### config.mk
export PLATFORM = sky130hd
export DESIGN_NAME = nn_mac_seq
export DESIGN_NICKNAME = d
export VERILOG_FILES = /design/src/rtl/nn_pkg.sv /design/src/rtl/nn_mul_pipe.sv /design/src/rtl/nn_mac_seq.sv
export SDC_FILE = /design/constraint.sdc
export NUM_CORES = 1
export LEC_CHECK = 0
export ABC_AREA = 1
export BUFFER_PORTS_ARGS = -buffer_cell sky130_fd_sc_hd__buf_2
export CAP_MARGIN = 20
export CORE_MARGIN = 2
export CORE_UTILIZATION = 66
export DETAILED_ROUTE_END_ITERATION = 10
export GPL_ROUTABILITY_DRIVEN = 0
export HOLD_SLACK_MARGIN = 0.08
export PLACE_DENSITY_LB_ADDON = 0.25
export SLEW_MARGIN = 20
export SYNTH_ARGS = -nofsm -noshare
export SYNTH_HDL_FRONTEND = slang
export SYNTH_HIERARCHICAL = 1
export SYNTH_SLANG_ARGS = --single-unit
export TNS_END_PERCENT = 100
### constraint.sdc
create_clock -name clk -period 28.8 [get_ports clk]
set_clock_uncertainty 0.05 [all_clocks]
set_input_delay 4.32 -clock clk [delete_from_list [all_inputs] [get_ports clk]]
set_output_delay 4.32 -clock clk [all_outputs]
set_load 0.05 [all_outputs]
### src/rtl/nn_pkg.sv
// Shared definitions for the neuro MAC datapath: FSM state encoding,
// accumulator sizing and lane packing constants.
package nn_pkg;

    // Default geometry of the neuron MAC
    localparam int unsigned DEF_N       = 8;
    localparam int unsigned DEF_W       = 17;
    localparam int unsigned DEF_FRAC    = 0;
    localparam int unsigned DEF_MUL_LAT = 3;

    typedef enum logic [1:0] {
        IDLE  = 2'd0,
        ISSUE = 2'd1,
        DRAIN = 2'd2,
        DONE  = 2'd3
    } state_t;

    // Width of a packed vector of n lanes, w bits each
    function automatic int unsigned vec_w(input int unsigned n, input int unsigned w);
        return n * w;
    endfunction

    // Full-precision width of one signed w x w product
    function automatic int unsigned prod_w(input int unsigned w);
        return 2 * w;
    endfunction

    // Accumulator width: full product plus growth for n additions
    function automatic int unsigned acc_w(input int unsigned w, input int unsigned n);
        return 2 * w + $clog2(n);
    endfunction

endpackage

### src/rtl/nn_mul_pipe.sv
// Signed W x W multiplier with a MUL_LAT-deep pipeline and a valid tag
// travelling alongside the data. ce low freezes every stage.
// Ports:
//   clk, rst        clock, async active-high reset (clears tags and data)
//   ce              stage enable
//   in_valid        tag for the operands presented this cycle
//   a, b            signed operands
//   prod            full 2W-bit signed product, MUL_LAT enabled cycles later
//   out_valid       tag aligned with prod
module nn_mul_pipe
    import nn_pkg::*;
#(
    parameter int unsigned W       = DEF_W,
    parameter int unsigned MUL_LAT = DEF_MUL_LAT
) (
    input  logic                        clk,
    input  logic                        rst,
    input  logic                        ce,
    input  logic                        in_valid,
    input  logic signed [W-1:0]         a,
    input  logic signed [W-1:0]         b,
    output logic signed [2*W-1:0]       prod,
    output logic                        out_valid
);

    localparam int unsigned PW = prod_w(W);

    logic signed [PW-1:0] pipe [MUL_LAT];
    logic [MUL_LAT-1:0]   vld;

    // Stage 0 multiplies, later stages only delay data and tag together
    always_ff @(posedge clk or posedge rst) begin
        if (rst) begin
            vld <= '0;
            for (int i = 0; i < int'(MUL_LAT); i++) begin
                pipe[i] <= '0;
            end
        end else if (ce) begin
            pipe[0] <= PW'(a) * PW'(b);
            vld[0]  <= in_valid;
            for (int i = 1; i < int'(MUL_LAT); i++) begin
                pipe[i] <= pipe[i-1];
                vld[i]  <= vld[i-1];
            end
        end
    end

    assign prod      = pipe[MUL_LAT-1];
    assign out_valid = vld[MUL_LAT-1];

endmodule

### src/rtl/nn_mac_seq.sv
// Sequential neuron multiply-accumulate: latches N input/weight lanes on
// start, streams one lane per cycle through nn_mul_pipe, accumulates at full
// precision, then shifts right by FRAC and range-limits to W bits.
// Build option NN_MAC_SAT_EN: clip to the signed W-bit range and flag sat;
// without it the result wraps and sat is 0.
// Ports:
//   clk, rst   clock, async active-high reset
//   ce         clock enable, low freezes all state
//   start      request a dot product (taken in IDLE or DONE)
//   x, w       packed input / weight vectors, lane i at [W*(i+1)-1 : W*i]
//   busy       operation in flight (ISSUE or DRAIN)
//   done       one-cycle pulse when total/sat update
//   total      pre-activation result, held until next done
//   sat        clipping flag for total
// done/total/sat register on the edge that leaves the DONE state, so the
// pulse is visible N+MUL_LAT+1 cycles after the accepting edge.
module nn_mac_seq
    import nn_pkg::*;
#(
    parameter int unsigned N       = DEF_N,
    parameter int unsigned W       = DEF_W,
    parameter int unsigned FRAC    = DEF_FRAC,
    parameter int unsigned MUL_LAT = DEF_MUL_LAT
) (
    input  logic               clk,
    input  logic               rst,
    input  logic               ce,
    input  logic               start,
    input  logic [N*W-1:0]     x,
    input  logic [N*W-1:0]     w,
    output logic               busy,
    output logic               done,
    output logic [W-1:0]       total,
    output logic               sat
);

    localparam int unsigned VW      = vec_w(N, W);
    localparam int unsigned PW      = prod_w(W);
    localparam int unsigned ACC_W   = acc_w(W, N);
    localparam int unsigned CNT_MAX = (N > MUL_LAT) ? N : MUL_LAT;
    localparam int unsigned CW      = $clog2(CNT_MAX);

    state_t                  state, state_n;
    logic [CW-1:0]           cnt, cnt_n;
    logic                    accept_c, fin_c, busy_n;
    logic [VW-1:0]           x_lat, w_lat;
    logic signed [W-1:0]     a_c, b_c;
    logic signed [PW-1:0]    prod;
    logic                    prod_vld;
    logic signed [ACC_W-1:0] acc, shifted_c;
    logic [W-1:0]            res_c;
    logic                    ovf_c;

    // State register
    always_ff @(posedge clk or posedge rst) begin
        if (rst) begin
            state <= IDLE;
            cnt   <= '0;
        end else if (ce) begin
            state <= state_n;
            cnt   <= cnt_n;
        end
    end

    // Next state; cnt is the lane index in ISSUE and the drain count in DRAIN
    always_comb begin
        state_n  = state;
        cnt_n    = cnt;
        accept_c = 1'b0;
        fin_c    = 1'b0;
        case (state)
            IDLE: begin
                if (start) begin
                    accept_c = 1'b1;
                    state_n  = ISSUE;
                    cnt_n    = '0;
                end
            end
            ISSUE: begin
                if (cnt == CW'(N - 1)) begin
                    state_n = DRAIN;
                    cnt_n   = '0;
                end else begin
                    cnt_n = cnt + CW'(1);
                end
            end
            DRAIN: begin
                if (cnt == CW'(MUL_LAT - 1)) begin
                    state_n = DONE;
                    cnt_n   = '0;
                end else begin
                    cnt_n = cnt + CW'(1);
                end
            end
            DONE: begin
                fin_c = 1'b1;
                cnt_n = '0;
                if (start) begin
                    accept_c = 1'b1;
                    state_n  = ISSUE;
                end else begin
                    state_n = IDLE;
                end
            end
            default: state_n = IDLE;
        endcase
        busy_n = (state_n == ISSUE) || (state_n == DRAIN);
    end

    // Lane select from the latched vectors
    always_comb begin
        a_c = '0;
        b_c = '0;
        for (int unsigned i = 0; i < N; i++) begin
            if (cnt == CW'(i)) begin
                a_c = x_lat[i*W +: W];
                b_c = w_lat[i*W +: W];
            end
        end
    end

    nn_mul_pipe #(
        .W       (W),
        .MUL_LAT (MUL_LAT)
    ) u_mul (
        .clk       (clk),
        .rst       (rst),
        .ce        (ce),
        .in_valid  (state == ISSUE),
        .a         (a_c),
        .b         (b_c),
        .prod      (prod),
        .out_valid (prod_vld)
    );

    assign shifted_c = acc >>> FRAC;

`ifdef NN_MAC_SAT_EN
    logic [ACC_W-W:0] hi_c;
    logic             in_range_c;

    // In range when every bit from the W-1 sign position up is identical
    always_comb begin
        hi_c       = shifted_c[ACC_W-1:W-1];
        in_range_c = (&hi_c) || (~|hi_c);
        ovf_c      = ~in_range_c;
        if (in_range_c) begin
            res_c = shifted_c[W-1:0];
        end else if (shifted_c[ACC_W-1]) begin
            res_c = {1'b1, {(W-1){1'b0}}};
        end else begin
            res_c = {1'b0, {(W-1){1'b1}}};
        end
    end
`else
    logic unused_hi;

    assign unused_hi = ^shifted_c[ACC_W-1:W];
    assign res_c     = shifted_c[W-1:0];
    assign ovf_c     = 1'b0;
`endif

    // Operand latch, accumulator and registered outputs
    always_ff @(posedge clk or posedge rst) begin
        if (rst) begin
            x_lat <= '0;
            w_lat <= '0;
            acc   <= '0;
            busy  <= 1'b0;
            done  <= 1'b0;
            total <= '0;
            sat   <= 1'b0;
        end else if (ce) begin
            busy <= busy_n;
            done <= fin_c;
            if (accept_c) begin
                x_lat <= x;
                w_lat <= w;
            end
            // Clear on accept; no tagged product is in flight at that point
            if (accept_c) begin
                acc <= '0;
            end else if (prod_vld) begin
                acc <= acc + ACC_W'(prod);
            end
            if (fin_c) begin
                total <= res_c;
                sat   <= ovf_c;
            end
        end
    end

endmodule

Word level (Yosys, flattened, before mapping) --
Index checks and enable logic that the tools add are counted.
Word-level totals: flip-flop bits (word level) 438, bits in read-only memories 0, word-level logic and storage cells 67, memory bits (writable) 0, input port bits 276, latch bits 0, output and inout port bits 20, memories kept 0
Cells by class: magnitude comparators 0, mux-type cells 30, shift operators 0, reduce and logical (&&, ||, !) cells 9, $mul 1, bitwise gates (word level) 0, eq/ne operators 13, add/subtract/negate cells 2, div/mod/pow operators 0
Operator list (count):
- $mux W17 | 16
- $mux W37 | 2
- $add A37 B34 Y37 | 1
- $mul A17 B17 Y34 | 1
- $eq A3 B3 Y1 const B | 4
- $pmux W3 S4 | 1
- $mux W3 | 3
- $pmux W2 S4 | 1
- $reduce_and A2 Y1 | 4
- $eq A2 B2 Y1 const B | 3
- $eq A3 B2 Y1 const B | 2
- $mux W2 | 3
- $eq A2 B1 Y1 const B | 2
- $mux W1 | 4
- $add A3 B1 Y3 const B | 1
- $eq A3 B1 Y1 const B | 1
- $logic_not A3 Y1 | 1
- $logic_not A2 Y1 | 1
- $ne A2 B2 Y1 const B | 1
- $reduce_bool A2 Y1 | 1
- $reduce_or A2 Y1 | 1
- $logic_or A1 B1 Y1 | 1

Longest topological paths before layout --
word-level depth 10, depth in mapped cells 41, gate-level depth less buffers 38

Modules after synthesis --
The synthesis kept the hierarchy.
Modules (own cells, without submodules):
- nn_mul_pipe | area an instance 16017.9 um^2, cells each 2053, instances 1, seq. area each 2627.5 um^2
- nn_mac_seq | area an instance 15753.9 um^2, cells each 2144, instances 1, seq. area each 7832.5 um^2

Worst setup path after synthesis --
No wires, ideal clock.
kind register to register, start point register cnt[2], end point register u_mul/pipe[101] (netlist name), data required time 28.632 ns, period minus slack after synthesis 7.049 ns, setup time 0.118 ns, buffers on the path 6, path slack 21.751 ns, cell stages (with the launch flop) 37, arrival 6.881 ns, path through dfrtp_1 > buf_6 > inv_2 > buf_2 > ha_1 > inv_1 > buf_2 > clkbuf_1 > o21ai_0 > inv_1 > nand2_1 > nand3_1 > nand3_1 > nand2_1 > nand2_1 > clkbuf_1 > clkbuf_1 > nand2_1 > fa_1 > inv_1 > fa_1 > fa_1 > fa_1 > inv_1 > fa_1 > fa_1 > inv_1 > ha_1 > inv_1 > nor3_1 > and2_1 > and2_1 > nand2_1 > nand2_1 > nand2_1 > nand3_1 > nand2_1
On the way: longest elaborated chain between the ends 10, elaborated cells between the ends (all ways) 25, those cells by class mul: 1; eq/ne: 7; mux: 16; reduce/logical: 1
RTL lines:
- start: declaration | RTL line nn_mac_seq.sv:44 | logic [CW-1:0] cnt, cnt_n;
- start signal: assignment | RTL line nn_mac_seq.sv:61 | cnt <= cnt_n;
- $logic_not A3 Y1 | RTL line nn_mac_seq.sv:115 | if (cnt == CW'(i)) begin
- $mux W17 (7 in a row) | RTL line nn_mac_seq.sv:115
- $mux W17 (*) | RTL line nn_mac_seq.sv:115
- named net b_c[6] | RTL line nn_mac_seq.sv:47 | logic signed [W-1:0] a_c, b_c;
- $mul A17 B17 Y34 (*) | RTL line nn_mul_pipe.sv:39 | pipe[0] <= PW'(a) * PW'(b);
- end signal: indexed assignment | RTL line nn_mul_pipe.sv:42 | pipe[i] <= pipe[i-1];
- end: declaration | RTL line nn_mul_pipe.sv:28 | logic signed [PW-1:0] pipe [MUL_LAT];
The timed path passes the listed nets; every way through them passes the cells marked *. A chain may end at the register's enable or synchronous reset.

Worst setup path after layout --
start point register cnt[2], end point register u_mul/pipe[84] (netlist name)
The elaborated chain is that of the path after synthesis.

==> run metrics <==
status=complete, no violations; CP delay by family, top=adder cells; Final Hold Vio Count=0; clk_lat worst skew=0.55 ns; hold bufs inserted after CTS=0; Worst Setup Slack, final=20.83 ns; Die Span X=191.1 um; RSZ-0062 raised after global routing=no; relative slew slack=18.73%; Clock Path Buffers=3; Die Y=191.1 um; Root Driver=clkbuf_16; share of cells above drive strength 1=11.89%; PD cells=167.4 nW/um2; part of the cycle the worst path needs=27.67%; Slowest cell on crit path=ha_1; crit start category=flop; routed len/inst=16.70 um; Sum Neg Setup Slack=0 ns; number of global-route vias before repair=20,020; Synth-to-Final Area Change=10.41%; Worst-Margin Slew=1.219 ns; Post-route DRC=0; minimum clock period=7.969 ns; CTS tree=done; Final Max Slew Viols=0; number of sinks on the clock net=367; IO Count=296; hold crit path type=flop to flop; syn nets=3,593; Resized Gates After CTS=0; core footprint=34,540 um2; clock slew at reported path FFs=0.06 ns; IO Port Bufs=294; DR iter-0 viols=1,972; post-route ant nets=0; total clock buffers created by CTS=40; first-pass GRT wire length=100,400 um; total track usage=35.17%; wirelength, routed=62,260 um; pin count of the biggest net entering global routing=280; Synth Area per Inst=7.425 um2; Critical Path RT=29.20 ns; Max VDD drop=0.3290 mV; leak pwr=14.68 nW; synthesized cell area=23,110 um2; H-tree Lvls=2; crit path max fanout=47; cells after synthesis=3,113; crit-path max cell delay=0.84 ns; die area=36,530 um2; drt pass-1 iters=6; yosys warns=6; post-CTS setup buffer count=0; fmax=0.1255 GHz; CP endpoint kind=flop; via count=20,280; initial core utilization=66.92%; gr ovfl total=0; Via density=5.438; fin nets=3,727; Worst Path Buf+Inv=8; CP arrival=8.37 ns; Rows=68; endpoints failing setup=0; total of max-cap violations=0; Setup Crit Path Kind=flop to flop; pre-CTS setup slack=21.02 ns; Final HPWL DP=44,240 um; initial antenna violation count=0
[cell usage in the layout (no fill, tap or decap), types with 7 or more instances in the layout]
| master | instances |
|---|---|
| a21oi_1 | 74 |
| buf_2 | 294 |
| buf_4 | 8 |
| clkbuf_1 | 11 |
| clkbuf_16 | 41 |
| clkbuf_8 | 8 |
| dfrtp_1 | 367 |
| fa_1 | 110 |
| ha_1 | 93 |
| inv_1 | 505 |
| mux2_2 | 8 |
| nand2_1 | 1293 |
| nand3_1 | 115 |
| nor2_1 | 27 |
| o21ai_0 | 246 |
| o22ai_1 | 7 |
[layout make-up]
| cell class | instances | area [um2] |
|---|---|---|
| repair buffers | 305 | 1574 |
| diodes | 1 | 2.502 |
| fillers | 2723 | 9021 |
| clock buffers | 60 | 1177 |
| flip-flops and latches | 367 | 9184 |
| clock inverters | 8 | 72.57 |
| inverters | 514 | 1944 |
| multi-input cells | 2019 | 11000 |
| well taps | 455 | 569.3 |
[metrics by stage]
step	total power, W	hold WS, ns	instances	util [%]	cell area, um2
floorplan	0.003007	0.3867	3113	-	23110
global placement	0.003576	0.3991	3660	70.22	24260
detailed placement	0.003704	0.4034	3660	70.22	24260
CTS	0.004238	0.4178	3728	73.84	25510
global route	0.004764	0.4334	3728	73.88	25520
finish	0.004273	0.4198	3729	73.88	25520
[final timing paths]
kind                                             from                    endpoint  slack [ns]  cells after the start
max in group asynchronous                         rst      x_lat[113]$_DFFE_PP0P_       23.24                      3
worst min register to register  x_lat[44]$_DFFE_PP0P_       x_lat[44]$_DFFE_PP0P_        0.42                      2
min in group asynchronous                         rst        total[2]$_DFFE_PP0P_        3.85                      2
worst max-delay path               cnt[2]$_DFFE_PP0P_  u_mul/pipe[84]$_DFFE_PP0P_       20.83                     30
worst min-delay path            x_lat[44]$_DFFE_PP0P_       x_lat[44]$_DFFE_PP0P_        0.42                      2
worst max register to register     cnt[2]$_DFFE_PP0P_  u_mul/pipe[84]$_DFFE_PP0P_       20.83                     30
[state kept, by name, summed over array words and instances, names as in the netlist]
name / flops
w_lat: 136
cnt: 3
done: 1
u_mul/prod: 17
acc: 17
x_lat: 136
busy: 1
u_mul/vld: 3
total: 17
state: 2
u_mul/pipe: 34
[power by group]
group / switching (W) / internal, W
Clock: 0.000208 / 0.000291
Sequential: 0.000111 / 0.000755
Combinational: 0.00187 / 0.00104
Total: 0.00219 / 0.00209
[worst register-to-register path, delay by kind of cell, from the launching register on]
kind | cells | cell delay (ns)
adder cells (fa/ha/maj) | 8 | 4.20
buffers and inverters | 8 | 0.94
flip-flops | 1 | 0.51
AO/OA/AOI/OAI | 2 | 0.52
AND/OR/NAND/NOR | 12 | 1.67
[layer usage]
layer  GRT usage [%]  vias up  part of all wire [%]
met5               0        -                     0
li1                -     9512                     -
met4           16.92        0                   5.0
met2           54.26     1038                    45
met1           48.16     9568                    41
met3           6.866      160                   9.7
(Power assumes the default switching activity.)
